<file path="src/rtl/ace_snoop_responder.sv">
// Cache-side ACE snoop responder: takes one AC snoop at a time, queries the local
// tag/data array, answers on CR/CD and writes back any resulting line-state change.
package ace_snoop_responder_pkg;
  typedef struct packed {
    logic [63:0] addr;
    logic [3:0]  snoop;
    logic [2:0]  prot;
  } ac_chan_t;

  typedef struct packed {
    logic        ac_valid;
    ac_chan_t    ac;
    logic        cr_ready;
    logic        cd_ready;
  } snoop_req_t;

  typedef struct packed {
    logic [63:0] data;
    logic        last;
  } cd_chan_t;

  typedef struct packed {
    logic        ac_ready;
    logic        cr_valid;
    logic [4:0]  cr_resp;
    logic        cd_valid;
    cd_chan_t    cd;
  } snoop_resp_t;
endpackage

module ace_snoop_responder #(
  parameter int unsigned AddrWidth = 64,
  parameter int unsigned DataWidth = 64,
  parameter int unsigned LineWidth = 512,
  parameter type snoop_req_t  = ace_snoop_responder_pkg::snoop_req_t,
  parameter type snoop_resp_t = ace_snoop_responder_pkg::snoop_resp_t
) (
  input  logic                 clk_i,
  input  logic                 rst_ni,
  input  snoop_req_t           snoop_req_i,
  output snoop_resp_t          snoop_resp_o,
  output logic                 lu_valid_o,
  input  logic                 lu_ready_i,
  output logic [AddrWidth-1:0] lu_addr_o,
  input  logic                 lu_rvalid_i,
  input  logic                 lu_hit_i,
  input  logic [2:0]           lu_state_i,
  input  logic [LineWidth-1:0] lu_line_i,
  output logic                 upd_valid_o,
  input  logic                 upd_ready_i,
  output logic [AddrWidth-1:0] upd_addr_o,
  output logic [2:0]           upd_state_o
);
  localparam int unsigned NumBeats = LineWidth / DataWidth;
  localparam int unsigned BeatW    = (NumBeats > 1) ? $clog2(NumBeats) : 1;
  localparam int unsigned OffW     = $clog2(LineWidth / 8);
  localparam logic [BeatW-1:0] LastBeat = BeatW'(NumBeats - 1);

  typedef enum logic [2:0] {
    S_IDLE, S_LOOKUP, S_WAIT, S_RESP, S_DATA, S_UPDATE
  } state_e;

  state_e                 state_q, state_d;
  logic [AddrWidth-1:0]   addr_q, addr_d;
  logic [3:0]             snoop_q, snoop_d;
  logic [LineWidth-1:0]   line_q, line_d;
  logic                   dt_q, dt_d;
  logic                   upd_need_q, upd_need_d;
  logic [2:0]             new_state_q, new_state_d;
  logic [BeatW-1:0]       beat_q, beat_d;
  logic                   ac_ready_q, ac_ready_d;
  logic                   lu_valid_q, lu_valid_d;
  logic [AddrWidth-1:0]   lu_addr_q, lu_addr_d;
  logic                   cr_valid_q, cr_valid_d;
  logic [4:0]             cr_resp_q, cr_resp_d;
  logic                   cd_valid_q, cd_valid_d;
  logic [DataWidth-1:0]   cd_data_q, cd_data_d;
  logic                   cd_last_q, cd_last_d;
  logic                   upd_valid_q, upd_valid_d;
  logic [AddrWidth-1:0]   upd_addr_q, upd_addr_d;
  logic [2:0]             upd_state_q, upd_state_d;

  logic [AddrWidth-1:0]   ac_addr_aligned;
  logic                   lu_present;
  logic                   dec_sup, dec_dt, dec_pd, dec_is, dec_wu;
  logic [2:0]             dec_ns;
  logic [DataWidth-1:0]   line_beats [NumBeats];

  logic unused_ok;
  assign unused_ok = ^{snoop_req_i.ac.prot, snoop_req_i.ac.addr[OffW-1:0]};

  assign ac_addr_aligned = {snoop_req_i.ac.addr[AddrWidth-1:OffW], {OffW{1'b0}}};
  assign lu_present      = lu_hit_i && lu_state_i[2];

  for (genvar gi = 0; gi < NumBeats; gi++) begin : g_beats
    assign line_beats[gi] = line_q[gi*DataWidth +: DataWidth];
  end

  // Response bits and next line state for a hit; lu_state_i = {valid, unique, dirty}.
  always_comb begin
    dec_sup = 1'b1;
    dec_dt  = 1'b0;
    dec_pd  = 1'b0;
    dec_is  = 1'b0;
    dec_wu  = lu_state_i[1];
    dec_ns  = lu_state_i;
    case (snoop_q)
      4'b0000: begin
        dec_dt = 1'b1;
        dec_is = 1'b1;
      end
      4'b0001, 4'b0010, 4'b0011: begin
        dec_dt = 1'b1;
        dec_is = 1'b1;
        dec_pd = lu_state_i[0];
        dec_ns = 3'b100;
      end
      4'b0111: begin
        dec_dt = 1'b1;
        dec_pd = lu_state_i[0];
        dec_ns = 3'b000;
      end
      4'b1001: begin
        dec_dt = lu_state_i[0];
        dec_pd = lu_state_i[0];
        dec_ns = 3'b000;
      end
      4'b1101: dec_ns = 3'b000;
      4'b1000: begin
        dec_dt = lu_state_i[0];
        dec_pd = lu_state_i[0];
        dec_is = 1'b1;
        dec_ns = {1'b1, lu_state_i[1], 1'b0};
      end
      default: dec_sup = 1'b0;
    endcase
  end

  always_comb begin
    state_d     = state_q;
    addr_d      = addr_q;
    snoop_d     = snoop_q;
    line_d      = line_q;
    dt_d        = dt_q;
    upd_need_d  = upd_need_q;
    new_state_d = new_state_q;
    beat_d      = beat_q;
    lu_addr_d   = lu_addr_q;
    cr_resp_d   = cr_resp_q;
    cd_data_d   = cd_data_q;
    cd_last_d   = cd_last_q;
    upd_addr_d  = upd_addr_q;
    upd_state_d = upd_state_q;

    case (state_q)
      S_IDLE: begin
        if (snoop_req_i.ac_valid && ac_ready_q) begin
          addr_d    = ac_addr_aligned;
          lu_addr_d = ac_addr_aligned;
          snoop_d   = snoop_req_i.ac.snoop;
          state_d   = S_LOOKUP;
        end
      end
      S_LOOKUP: begin
        if (lu_ready_i) state_d = S_WAIT;
      end
      S_WAIT: begin
        if (lu_rvalid_i) begin
          line_d      = lu_line_i;
          new_state_d = dec_ns;
          if (!dec_sup) begin
            cr_resp_d  = 5'b00010;
            dt_d       = 1'b0;
            upd_need_d = 1'b0;
          end else if (!lu_present) begin
            cr_resp_d  = 5'b00000;
            dt_d       = 1'b0;
            upd_need_d = 1'b0;
          end else begin
            cr_resp_d  = {dec_wu, dec_is, dec_pd, 1'b0, dec_dt};
            dt_d       = dec_dt;
            upd_need_d = (dec_ns != lu_state_i);
          end
          state_d = S_RESP;
        end
      end
      S_RESP: begin
        if (snoop_req_i.cr_ready) begin
          if (dt_q) begin
            beat_d    = '0;
            cd_data_d = line_beats[0];
            cd_last_d = (LastBeat == '0);
            state_d   = S_DATA;
          end else if (upd_need_q) begin
            upd_addr_d  = addr_q;
            upd_state_d = new_state_q;
            state_d     = S_UPDATE;
          end else begin
            state_d = S_IDLE;
          end
        end
      end
      S_DATA: begin
        if (snoop_req_i.cd_ready) begin
          if (beat_q == LastBeat) begin
            beat_d = '0;
            if (upd_need_q) begin
              upd_addr_d  = addr_q;
              upd_state_d = new_state_q;
              state_d     = S_UPDATE;
            end else begin
              state_d = S_IDLE;
            end
          end else begin
            beat_d    = beat_q + 1'b1;
            cd_data_d = line_beats[beat_d];
            cd_last_d = (beat_d == LastBeat);
          end
        end
      end
      S_UPDATE: begin
        if (upd_ready_i) state_d = S_IDLE;
      end
      default: state_d = S_IDLE;
    endcase

    // Handshake outputs are registered copies of "which state are we entering".
    ac_ready_d  = (state_d == S_IDLE);
    lu_valid_d  = (state_d == S_LOOKUP);
    cr_valid_d  = (state_d == S_RESP);
    cd_valid_d  = (state_d == S_DATA);
    upd_valid_d = (state_d == S_UPDATE);
  end

  always_ff @(posedge clk_i) begin
    if (!rst_ni) begin
      state_q     <= S_IDLE;
      addr_q      <= '0;
      snoop_q     <= '0;
      line_q      <= '0;
      dt_q        <= 1'b0;
      upd_need_q  <= 1'b0;
      new_state_q <= '0;
      beat_q      <= '0;
      ac_ready_q  <= 1'b0;
      lu_valid_q  <= 1'b0;
      lu_addr_q   <= '0;
      cr_valid_q  <= 1'b0;
      cr_resp_q   <= '0;
      cd_valid_q  <= 1'b0;
      cd_data_q   <= '0;
      cd_last_q   <= 1'b0;
      upd_valid_q <= 1'b0;
      upd_addr_q  <= '0;
      upd_state_q <= '0;
    end else begin
      state_q     <= state_d;
      addr_q      <= addr_d;
      snoop_q     <= snoop_d;
      line_q      <= line_d;
      dt_q        <= dt_d;
      upd_need_q  <= upd_need_d;
      new_state_q <= new_state_d;
      beat_q      <= beat_d;
      ac_ready_q  <= ac_ready_d;
      lu_valid_q  <= lu_valid_d;
      lu_addr_q   <= lu_addr_d;
      cr_valid_q  <= cr_valid_d;
      cr_resp_q   <= cr_resp_d;
      cd_valid_q  <= cd_valid_d;
      cd_data_q   <= cd_data_d;
      cd_last_q   <= cd_last_d;
      upd_valid_q <= upd_valid_d;
      upd_addr_q  <= upd_addr_d;
      upd_state_q <= upd_state_d;
    end
  end

  always_comb begin
    snoop_resp_o          = '0;
    snoop_resp_o.ac_ready = ac_ready_q;
    snoop_resp_o.cr_valid = cr_valid_q;
    snoop_resp_o.cr_resp  = cr_resp_q;
    snoop_resp_o.cd_valid = cd_valid_q;
    snoop_resp_o.cd.data  = cd_data_q;
    snoop_resp_o.cd.last  = cd_last_q;
  end

  assign lu_valid_o  = lu_valid_q;
  assign lu_addr_o   = lu_addr_q;
  assign upd_valid_o = upd_valid_q;
  assign upd_addr_o  = upd_addr_q;
  assign upd_state_o = upd_state_q;
endmodule

</file>
<file path="config.mk">
export PLATFORM = sky130hd
export DESIGN_NAME = ace_snoop_responder
export DESIGN_NICKNAME = d
export VERILOG_FILES = /design/src/rtl/ace_snoop_responder.sv
export SDC_FILE = /design/constraint.sdc
export NUM_CORES = 2
export LEC_CHECK = 0
export ABC_AREA = 1
export BUFFER_PORTS_ARGS = -buffer_cell sky130_fd_sc_hd__buf_2
export CORE_MARGIN = 8
export CORE_UTILIZATION = 34
export CTS_CLUSTER_SIZE = 14
export DETAILED_ROUTE_END_ITERATION = 10
export PLACE_DENSITY = 0.58
export SLEW_MARGIN = 20
export SYNTH_ARGS = -nofsm -noshare
export SYNTH_HDL_FRONTEND = slang
export SYNTH_SLANG_ARGS = --single-unit
</file>
<file path="constraint.sdc">
create_clock -name clk_i -period 6.7 [get_ports clk_i]
set_input_delay 0.335 -clock clk_i [delete_from_list [all_inputs] [get_ports clk_i]]
set_output_delay 0.335 -clock clk_i [all_outputs]
set_load 0.05 [all_outputs]
</file>
==> metrics.txt <==
status=finished clean; initial core utilization=0.342; core area=roughly 0.09 mm^2; via count=roughly 33,000; Avg Inst Size Synth=just under 7 um^2; H-tree levels=3; Clk Tree Root Cell=clkbuf_16; RSZ-0062 raised after global routing=false; Max Clock Skew=18.8 ps; num rows=110; clock-pin slew on the worst setup and hold paths=60 ps; worst path arrival time=between 4000 and 5000 ps; fmax=264 MHz; Port Buffer Count=779; share of the yosys chip area belonging to registers=0.469; Synth cell types=26; P per Cell Area=235 mW/mm^2; initial antenna violation count=37; most frequent cells after synthesis=nor2_1, dfxtp_1, nand2_1; endpoints failing hold=0; Top FF cell, synth=dfxtp_1; routed wire length=around 130,000 um; VDD IR-drop max=between 0.2 and 0.25 mV; total gr overflow=0; Pleak=0.0195 uW; die width=roughly 320 um; FFs w/ async S/R, synth=0; Synth Cell Area=~0.03 mm^2; EDFF count, synth=0; wire per inst=18.5 um; final setup fails=0; Final nets=approximately 6,100; Crit path required time=~7300 ps; TritonCTS clock tree=yes; global-route wire length before repair=188,000 um; io pins=801; Yosys Warn Count=0; top-count cell post-synth=nor2_1; gp weighted congestion=0.851; Synth-to-Final Area Change=39.9%; Post-DP HPWL=about 81,000 um; period utilisation layout=0.565; total negative slack=0 ps; chip height=around 320 um; top cell type by total area after synthesis=dfxtp_1; pin count of the biggest net entering global routing=around 210; CP max FO=62; DR vias/cell=about 4.9; CTS sink count=720; Final Max Tran Viols=0; Setup Fix Bufs, Post-CTS=0; Yosys reg bits=roughly 700; Final ANT Viol Nets=0; Worst slew margin=0.254; worst skew pair latency=about 630 ps; worst hold path type=primary input to register; fraction of layout cells with a size suffix above 1=0.169; final design utilization=0.479; initial DRC count=between 2,000 and 3,000; GRT Total Usage=0.237; synth top area cells=dfxtp_1, nor2_1, o21ai_0, nand2_1, a21oi_1; clk buf depth=3; # fillers=just under 9,000; Worst Setup Start Kind=register; Critical Path End Type=register; top-area cell type share of the netlist area=0.469; max-capacitance violation count=0; number of global-route vias before repair=roughly 32,000; die area=0.100 mm^2; CTS buffer count=82; CP Class=register to register; worst slew pin tran=around 1100 ps; drt drc=0; post-route minimum period=3790 ps; First-pass DRT Iterations=5; Synth Instances=about 4,500
==> cells by family (layout without fill, tap and decap cells) <==
logic type,Yosys count,after routing,synth area share
flops,720,720,0.469
fa+ha+maj,4,4,0.00163
simple gates,1899,1899,0.243
other cells,1,47,0.000122
compound gates,1138,1138,0.193
buf+inv,700,1826,0.0935
==> flip-flops by register name (all words and copies together) (netlist names) <==
register	cells
upd_valid_o	1
state_q	3
new_state_q	3
cd_last_q	1
cd_data_q	64
snoop_q	4
cr_resp_q	5
upd_addr_o	58
beat_q	3
cr_valid_q	1
addr_q	58
ac_ready_q	1
cd_valid_q	1
upd_need_q	1
upd_state_o	3
line_q	512
lu_valid_o	1
==> critical path, stage by stage, from the launching register on <==
cell	delay, ps
dfxtp_1	460
nor2_2	90
nand2_4	520
buf_4	620
nor2_1	180
nor2_4	130
buf_4	590
and2_2	260
buf_4	580
nor2_1	90
nor2_1	120
==> final timing paths <==
kind / end / start / cells past startpoint / slack (ps)
max: upd_addr_o[16] / state_q[0] / 10 / 2910
max reg2reg: upd_addr_o[16] / state_q[0] / 10 / 2910
min reg2reg: line_q[176] / line_q[176] / 2 / 450
min: line_q[400] / lu_line_i[400] / 3 / 40
==> cell usage in the layout (no fill, tap or decap), drive strengths merged <==
cell	count
ha	4
o21ai	688
clkbuf	122
inv	343
diode	35
nor3	1
nor2	958
conb	12
and2	2
nand3b	3
nand4	4
bufinv	2
clkinvlp	1
dlygate4sd3	533
dfxtp	720
a21oi	349
clkinv	17
nand2	714
nor4	1
o211ai	101
buf	808
nand3	216
==> what timing repair did <==
action / in CTS / in global routing
hold buffers: 533 / 0
resized for setup: 0 / 0
endpoints found under the hold margin: 535 / 0
==> report_power, final <==
| group | leakage [uW] | switching [uW] | total, uW | internal, uW |
|---|---|---|---|---|
| registers | 0.00582 | 68.9 | 4510 | 4440 |
| clock network | 0.00130 | 1890 | 4450 | 2550 |
| logic | 0.0124 | 662 | 1160 | 494 |
==> through the flow <==
stage / setup slack, ps / instances / cell area, um^2 / hold WS [ps] / power, uW
after floorplan: 4450 / 4473 / 30800 / 429 / 5130
after global placement: 2870 / 6097 / 34900 / 439 / 5480
after detailed placement: 2870 / 6097 / 34900 / 444 / 5480
after CTS: 2850 / 6775 / 42900 / 0.537 / 10200
after global routing: 2620 / 6795 / 43000 / 5.68 / 10500
final: 2910 / 6810 / 43000 / 39.2 / 10100
==> routing by layer <==
| layer | share of wire | track usage |
|---|---|---|
| met5 | 0.00028 | 0 |
| met4 | 0.055 | 0.126 |
| met3 | 0.062 | 0.0455 |
| met2 | 0.46 | 0.390 |
| met1 | 0.42 | 0.293 |
==> layout make-up <==
class | count | area [um^2] | area share
Multi-Input combinational cell | 3053 | 13500 | 0.315
Tap cell | 1176 | 1470 | 0.0342
Timing Repair Buffer | 1341 | 9560 | 0.222
Sequential cell | 720 | 14400 | 0.335
Clock inverter | 23 | 268 | 0.00623
Inverter | 340 | 1290 | 0.0299
Antenna cell | 35 | 87.6 | 0.00204
Clock buffer | 122 | 2370 | 0.0552
Power figures use the tool's default switching activity.
